===== config.mk =====
export PLATFORM = sky130hd
export DESIGN_NAME = act_packer_flat
export DESIGN_NICKNAME = d
export VERILOG_FILES = /design/src/rtl/nn_pkg.sv /design/src/rtl/act_packer_if.sv /design/src/rtl/act_packer.sv /design/src/flat_wrapper.sv
export SDC_FILE = /design/constraint.sdc
export NUM_CORES = 1
export LEC_CHECK = 0
export ABC_AREA = 1
export CAP_MARGIN = 20
export CELL_PAD_IN_SITES_DETAIL_PLACEMENT = 0
export CELL_PAD_IN_SITES_GLOBAL_PLACEMENT = 2
export CORE_MARGIN = 4
export CORE_UTILIZATION = 25
export CTS_BUF_LIST = sky130_fd_sc_hd__clkbuf_4 sky130_fd_sc_hd__clkbuf_8 sky130_fd_sc_hd__clkbuf_16
export DETAILED_ROUTE_END_ITERATION = 16
export PLACE_DENSITY = 0.79
export SYNTH_ARGS = -nofsm -noshare
export SYNTH_HDL_FRONTEND = slang
export SYNTH_SLANG_ARGS = --single-unit

===== constraint.sdc =====
create_clock -name clk -period 1.6 [get_ports clk]
set_clock_uncertainty 0.2 [all_clocks]
set_input_delay 0.32 -clock clk [delete_from_list [all_inputs] [get_ports clk]]
set_output_delay 0.32 -clock clk [all_outputs]
set_load 0.02 [all_outputs]

===== src/rtl/nn_pkg.sv =====
// nn_pkg -- constants and types shared by the PE-array blocks.
//   NUM_IN : activations per packed vector (PE `in` bus lane count)
//   ACT_W  : activation width, sign-magnitude, MSB is the sign
//   VEC_W  : packed vector width, NUM_IN*ACT_W
//   CNT_W  : width of the slot fill counter
//   state_e: act_packer FSM states
package nn_pkg;
  localparam int NUM_IN = 62;
  localparam int ACT_W  = 8;
  localparam int VEC_W  = NUM_IN * ACT_W;
  localparam int CNT_W  = 6;

  typedef enum logic {
    FILL = 1'b0,
    FULL = 1'b1
  } state_e;
endpackage


===== src/rtl/act_packer_if.sv =====
// act_packer_if -- stream-in / vector-out bus of the activation packer.
// Handshake: a word moves across a channel on a rising clk edge where
// valid and ready are both high; valid never waits on ready.
//   in_valid/in_data/in_ready : producer -> packer, one activation per beat
//   flush                     : producer asks to close a partial vector
//   out_valid/out_vec/out_ready : packer -> consumer, one packed vector
//   fill_cnt                  : slots filled in the current vector
// Modports: master = producer + consumer side, slave = the packer.
interface act_packer_if #(
  parameter int NUM_IN = nn_pkg::NUM_IN,
  parameter int ACT_W  = nn_pkg::ACT_W
);
  logic                    in_valid;
  logic [ACT_W-1:0]        in_data;
  logic                    in_ready;
  logic                    flush;
  logic                    out_valid;
  logic [NUM_IN*ACT_W-1:0] out_vec;
  logic                    out_ready;
  logic [nn_pkg::CNT_W-1:0] fill_cnt;

  modport master (
    output in_valid, in_data, flush, out_ready,
    input  in_ready, out_valid, out_vec, fill_cnt
  );

  modport slave (
    input  in_valid, in_data, flush, out_ready,
    output in_ready, out_valid, out_vec, fill_cnt
  );
endinterface


===== src/rtl/act_packer.sv =====
// act_packer -- gathers single activations into one NUM_IN-slot vector.
// Slot k (bits [k*ACT_W +: ACT_W]) holds the k-th accepted activation.
// The vector closes when all slots are filled or on flush (unfilled slots
// stay zero), is then held until the consumer takes it, and the next vector
// starts one cycle after that handoff.
// Ports:
//   clk, rst : clock, synchronous active-high reset
//   bus      : act_packer_if.slave (input stream, flush, output vector, fill_cnt)
//   state_o  : current FSM state, for debug/observation
//   neg_err  : only with ACT_PACKER_NEG_CLAMP_EN -- sticky flag, set when a
//              negative activation was accepted (and stored as zero)
// Build option: ACT_PACKER_NEG_CLAMP_EN clamps negative inputs to zero.
module act_packer
  import nn_pkg::state_e, nn_pkg::FILL, nn_pkg::FULL, nn_pkg::CNT_W;
#(
  parameter int NUM_IN = nn_pkg::NUM_IN,
  parameter int ACT_W  = nn_pkg::ACT_W
) (
  input  logic        clk,
  input  logic        rst,
  act_packer_if.slave bus,
  output state_e      state_o
`ifdef ACT_PACKER_NEG_CLAMP_EN
  ,
  output logic        neg_err
`endif
);

  state_e                  state_q;
  logic [CNT_W-1:0]        cnt_q;
  logic [NUM_IN*ACT_W-1:0] vec_q;
  logic                    accept;
  logic                    last_slot;
  logic [ACT_W-1:0]        wr_data;

`ifdef ACT_PACKER_NEG_CLAMP_EN
  logic neg_err_q;
  assign wr_data = bus.in_data[ACT_W-1] ? '0 : bus.in_data;
  assign neg_err = neg_err_q;
`else
  assign wr_data = bus.in_data;
`endif

  // The handshake outputs are masked by rst so nothing moves while reset
  // is held, even in the cycle before the synchronous reset takes effect.
  assign bus.in_ready  = (state_q == FILL) && !rst;
  assign bus.out_valid = (state_q == FULL) && !rst;
  assign bus.out_vec   = vec_q;
  assign bus.fill_cnt  = cnt_q;
  assign state_o       = state_q;

  assign accept    = bus.in_ready && bus.in_valid;
  assign last_slot = (cnt_q == CNT_W'(NUM_IN - 1));

  always_ff @(posedge clk) begin
    if (rst) begin
      state_q <= FILL;
      cnt_q   <= '0;
      vec_q   <= '0;
`ifdef ACT_PACKER_NEG_CLAMP_EN
      neg_err_q <= 1'b0;
`endif
    end else begin
      case (state_q)
        FILL: begin
          if (accept) begin
            for (int i = 0; i < NUM_IN; i++) begin
              if (cnt_q == CNT_W'(i)) vec_q[i*ACT_W +: ACT_W] <= wr_data;
            end
            cnt_q <= cnt_q + 1'b1;
            // A flush in the same beat closes the vector after this byte.
            if (last_slot || bus.flush) state_q <= FULL;
`ifdef ACT_PACKER_NEG_CLAMP_EN
            if (bus.in_data[ACT_W-1]) neg_err_q <= 1'b1;
`endif
          end else if (bus.flush && (cnt_q != '0)) begin
            state_q <= FULL;
          end
        end
        FULL: begin
          // Clearing here keeps unfilled slots of the next vector at zero.
          if (bus.out_ready) begin
            state_q <= FILL;
            cnt_q   <= '0;
            vec_q   <= '0;
          end
        end
        default: state_q <= FILL;
      endcase
    end
  end

endmodule


===== src/flat_wrapper.sv =====
// flat-port wrapper written by rule: the top's interface ports become plain ports
module act_packer_flat import nn_pkg::state_e, nn_pkg::FILL, nn_pkg::FULL, nn_pkg::CNT_W;
#(
  parameter int NUM_IN = nn_pkg::NUM_IN,
  parameter int ACT_W  = nn_pkg::ACT_W
)
  (clk, rst, state_o, bus_in_valid, bus_in_data, bus_flush, bus_out_ready, bus_in_ready, bus_out_valid, bus_out_vec, bus_fill_cnt);
  act_packer_if #(.NUM_IN(NUM_IN), .ACT_W(ACT_W)) bus_i ();
  input  logic clk;
  input  logic rst;
  output state_e state_o;
  input wire logic [$bits(bus_i.in_valid)-1:0] bus_in_valid;
  input wire logic [$bits(bus_i.in_data)-1:0] bus_in_data;
  input wire logic [$bits(bus_i.flush)-1:0] bus_flush;
  input wire logic [$bits(bus_i.out_ready)-1:0] bus_out_ready;
  output wire logic [$bits(bus_i.in_ready)-1:0] bus_in_ready;
  output wire logic [$bits(bus_i.out_valid)-1:0] bus_out_valid;
  output wire logic [$bits(bus_i.out_vec)-1:0] bus_out_vec;
  output wire logic [$bits(bus_i.fill_cnt)-1:0] bus_fill_cnt;
  assign bus_i.in_valid = bus_in_valid;
  assign bus_i.in_data = bus_in_data;
  assign bus_i.flush = bus_flush;
  assign bus_i.out_ready = bus_out_ready;
  assign bus_in_ready = bus_i.in_ready;
  assign bus_out_valid = bus_i.out_valid;
  assign bus_out_vec = bus_i.out_vec;
  assign bus_fill_cnt = bus_i.fill_cnt;
  act_packer #(.NUM_IN(NUM_IN), .ACT_W(ACT_W)) u_core (.clk(clk), .rst(rst), .bus(bus_i), .state_o(state_o));
endmodule

**Yosys cells after proc, flatten, opt, wreduce, memory -nomap -nowiden**

Cells that the tools add are included.

- Register bits: 503
- Word-level logic and storage cells: 335
- Input port bits: 13
- Output and inout port bits: 505

- Muxes and demuxes: 73
- $add $sub $neg: 1
- Bitwise logic cells: 1
- Equal/unequal tests: 125
- Reductions and logical operators: 71

Operator list:

| kind | number |
|---|---|
| 2-to-1 mux 496 bit | 2 |
| case mux 496 bit (2 select lines) | 1 |
| 2-to-1 mux 8 bit | 62 |
| AND reduction 3 bit | 62 |
| == test 6 bit (second input constant) | 30 |
| != test 2 bit (second input constant) | 62 |
| == test 6 x 5 -> 1 bit (second input constant) | 16 |
| == test 6 x 4 -> 1 bit (second input constant) | 8 |
| == test 6 x 3 -> 1 bit (second input constant) | 4 |
| == test 6 x 2 -> 1 bit (second input constant) | 2 |
| 2-to-1 mux 6 bit | 2 |
| case mux 6 bit (2 select lines) | 1 |
| adder 6 x 1 -> 6 bit (second input constant) | 1 |
| == test 6 x 1 -> 1 bit (second input constant) | 1 |
| logical NOT 6 bit | 1 |
| nonzero test 6 bit | 1 |
| logical AND 1 bit | 4 |
| 2-to-1 mux 1 bit | 4 |
| != test 2 x 1 -> 1 bit (second input constant) | 2 |
| case mux 1 bit (2 select lines) | 1 |
| AND reduction 2 bit | 1 |
| logical NOT 1 bit | 1 |
| logical OR 1 bit | 1 |
| inverter 1 bit | 1 |

**Logic depth before layout (Yosys ltp)**

- Depth after elaboration: 5
- Mapped depth: 9
- Depth with buffers taken out: 8

**Worst setup path after synthesis**

No wires, ideal clock.

- Path kind: reg-to-reg
- Start point: register u_core.cnt_q[0], in the netlist u_core.bus.fill_cnt[0]
- End point: register u_core.vec_q[342], in the netlist u_core.bus.out_vec[342]
- Data arrival time: 1.609 ns
- Path slack: -0.342 ns
- Clock period less this slack: 1.942 ns
- Stages on the path, launching flop included: 8
- Path buffers: 1
- Required time: 1.268 ns
- Setup time: 0.132 ns
- Cells stage by stage: dfxtp_1 -> inv_1 -> ha_1 -> nand3_1 -> clkinv_1 -> buf_1 -> nand3_1 -> a21oi_1

- Cells in the longest elaborated chain, start to end: 3

RTL lines:

| element | line | source |
|---|---|---|
| start: declaration | act_packer.sv:30 | `logic [CNT_W-1:0] cnt_q;` |
| start signal: assignment | act_packer.sv:70 | `cnt_q <= cnt_q + 1'b1;` |
| == test 6 bit | act_packer.sv:68 | `if (cnt_q == CNT_W'(i)) vec_q[i*ACT_W +: ACT_W] <= wr_data;` |
| != test 2 bit (no source line) | - |  |
| AND reduction 3 bit (no source line) | - |  |
| end signal: indexed assignment | act_packer.sv:68 |  |
| end: declaration | act_packer.sv:31 | `logic [NUM_IN*ACT_W-1:0] vec_q;` |

No other way between the ends.
A chain may end at the register's enable or synchronous reset.

**Final worst setup path**

- Start point: register u_core.cnt_q[0], in the netlist u_core.bus.fill_cnt[0]
- End point: register u_core.vec_q[429], in the netlist u_core.bus.out_vec[429]

The elaborated chain is that of the path after synthesis.

==> results_dict.tcl <==
set metrics [dict create \
    slew_headroom_pct 43.69 \
    syn-cell-area_um2 19460 \
    setup_violations 701 \
    power.density_nw_per_um2 789.8 \
    rsz0062_at_grt "true" \
    period_share_pct 118.8 \
    tightestPinTransition_ns 0.8446 \
    ys_seq_area_share_pct 51.75 \
    cp.required_ns 1.87 \
    ys_seq_elements 503 \
    start_util_pct 25.16 \
    p_clk_share_pct 45.1 \
    cts_buffers 57 \
    worstPathMaxFanout 8 \
    num_vias 23031 \
    vias_per_cell 5.199 \
    period_needed_ns 1.901 \
    switchingPower_mw 8.269 \
    drc 0 \
    ys_types 19 \
    syn_avg_cell_area_um2 8.005 \
    whs_ns 0.07147 \
    drtAntennaViolNets 0 \
    core_area_um2 77340 \
    fillers 7031 \
    failed_checks "setup timing" \
    crit_arrival_ns 2.17 \
    worstSkewPairLatency_ns 0.62 \
    stdcell_area_um2 38880 \
    finalSetupTns_ns -107.78 \
    dr.first_iter.drc_count 1519 \
    die_w_um 287.0 \
    grt_overflow 0 \
    worstSetupPathType "flip-flop to flip-flop" \
    antenna_found_initial 2 \
    grt_use_total_pct 22.11 \
    fin_nets 3364 \
    die_area_um2 82370 \
    pwr-share-comb_pct 14.0 \
    port_buffers 517 \
    crit_start "u_core.bus.fill_cnt[0]" \
    drive_above_1_share_pct 67.04 \
    worstHoldPathType "primary input to flip-flop" \
    pin_count 518 \
    placed_area_um2 28620 \
    synthesis.nets 2449 \
    crit_end "u_core.bus.out_vec[429]" \
    grt_max_degree 124 \
    yosysWarnings 0 \
    regToRegSetupSlack_ns -0.30 \
    fmax_mhz 526.2 \
    wl_mm 107.4 \
    synth_area_leader_cell "dfxtp_1" \
    swShare_pct 26.93 \
    path_clk_slew_ns 0.06 \
    rows 102 \
    synth.top_cell.area_share_pct 51.75 \
    syn_inst 2431 \
    first_pass_iters 5 \
    wl_per_cell_um 24.25 \
    ir_worst_vdd_v 0.0007570 \
    reg2reg_to "u_core.bus.out_vec[429]" \
    leakagePower_nw 14.25 \
    die_h_um 287.0 \
    grt_pass1_wl_mm 140.5 \
    share_seq_of_total_power_pct 41.0 \
    cts_tree "yes" \
    cts_buffer_depth 3 \
    timing.rr.start "u_core.bus.fill_cnt[0]" \
    slew_viol_final 0 \
    synth.area.top_cells "dfxtp_1 52%, nand3_1 25%, a21oi_1 13%" \
    clock_sinks 503 \
    hold_viol 0 \
    cap_violations 0 \
    start_kind "flip-flop" \
    place.gp.congestion 0.8311 \
    power.internal_mw 22.44 \
    outcome "finished, violations left" \
    endpoint_kind "flip-flop" \
    area_delta_synth_final_pct 99.82 \
    hpwlAfterDp_mm 63.98 \
    grt_pass1_vias 21823 \
    fin_ws_ns -0.3005 \
    root_buffer "clkbuf_16" \
    whs_path_depth 3 \
    r2r_cells 9 \
    htree_levels 2 \
]
worst max-delay path, stage by stage, from the launching register on:
cell and delay [ns]:
dfxtp_4 0.37, buf_6 0.12, ha_4 0.16, buf_6 0.11, nand3_4 0.13, buf_12 0.18, nor2_4 0.18, nand2_4 0.14
nand3_2 0.09, a21oi_1 0.06
stage by stage:
step                worst slack (ns)  cells  util [%]  power (mW)
floorplan                   -0.04718   2431         -       14.19
global placement             -0.5975   4017     37.01       15.48
detailed placement           -0.6436   4017     37.01       15.50
CTS                          -0.3179   4295     43.84       29.68
global route                 -0.3820   4429     50.28       31.57
finish                       -0.3005   4430     50.28       30.71
worst min-delay path by stage:
stage	to	from	slack, ns
after floorplan	u_core.state_o	bus_out_ready	0.27
after global placement	u_core.bus.out_vec[465]	u_core.bus.out_vec[465]	0.27
after detailed placement	u_core.bus.out_vec[244]	u_core.bus.out_vec[244]	0.27
after CTS	u_core.bus.out_vec[400]	rst	0.00003
after global routing	u_core.bus.out_vec[400]	rst	0.07
final	u_core.bus.out_vec[244]	rst	0.07
cells in the mapped netlist (all sizes together):
library cell	count
clkinv	10
o21ai	3
nand2	133
nand3	959
ha	5
a21oi	501
buf	124
dfxtp	503
o31ai	1
clkbuf	103
nor2	59
inv	30
flip-flops by register name, indices dropped and copies added (netlist names):
signal,count
u_core.bus.out_vec,496
u_core.state_o,1
u_core.bus.fill_cnt,6
routing by layer:
metal	track usage, %	part of all wire [%]
met4	8.617	4.6
met3	4.671	6.6
met2	36.56	47
met5	0	0
met1	28.22	41
power groups by stage:
| stage | registers (mW) | logic, mW | clock network (mW) |
|---|---|---|---|
| floorplan | 12.9 | 1.28 | 0 |
| global placement | 12.9 | 2.62 | 0 |
| detailed placement | 12.9 | 2.64 | 0 |
| CTS | 12.6 | 3.02 | 14.1 |
| global route | 12.6 | 4.43 | 14.6 |
| finish | 12.6 | 4.29 | 13.8 |
logic make-up after synthesis:
family / count (synthesis) / share of synthesized area [%]
DFF: 503 / 51.75
buffers and inverters: 267 / 5.909
adders and majority gates: 5 / 0.3215
AOI/OAI and AO/OA: 505 / 13.00
and+or+nand+nor: 1151 / 29.02
what timing repair did:
action	CTS	global route
endpoints found under the setup margin	1005	1007
setup buffers	164	95
pin swaps	58	260
endpoints found under the hold margin	10	0
cloned	10	44
hold buffers	2	0
resized for setup	3535	697
cells in the final DEF, fill, tap and decap left out, types with 2 or more instances in the layout:
| cell type | count |
|---|---|
| clkbuf_16 | 91 |
| clkinv_2 | 13 |
| buf_8 | 21 |
| o21ai_0 | 2 |
| nand3_2 | 266 |
| dlygate4sd3_1 | 2 |
| ha_4 | 5 |
| buf_12 | 119 |
| clkinv_4 | 2 |
| dfxtp_1 | 26 |
| nor2_1 | 9 |
| nand2_8 | 26 |
| buf_6 | 574 |
| nand2_4 | 39 |
| dfxtp_4 | 9 |
| nor2_2 | 2 |
| nor2_4 | 51 |
| nand3_4 | 40 |
| inv_1 | 14 |
| clkbuf_8 | 15 |
| buf_16 | 21 |
| a21oi_2 | 162 |
| inv_2 | 3 |
| inv_6 | 7 |
| buf_4 | 299 |
| nand2_1 | 59 |
| clkdlybuf4s50_1 | 11 |
| a21oi_1 | 339 |
| clkinv_8 | 2 |
| dfxtp_2 | 468 |
| nand3_1 | 653 |
| inv_4 | 9 |
| clkbuf_4 | 9 |
| nand2_2 | 9 |
| bufinv_16 | 4 |
| inv_8 | 4 |
final cells by class:
type	count	area, um^2	share of cell area, %
clock inverter	19	210.2	0.5406
clock buffer	83	1750	4.502
antenna	1	2.502	0.006435
multi-input combinational	1664	11750	30.22
timing repair buffer	1080	12920	33.23
tap	1040	1301	3.346
sequential	503	10690	27.49
inverter	40	259.0	0.6661
No activity file was read; power rests on OpenSTA's default activity.
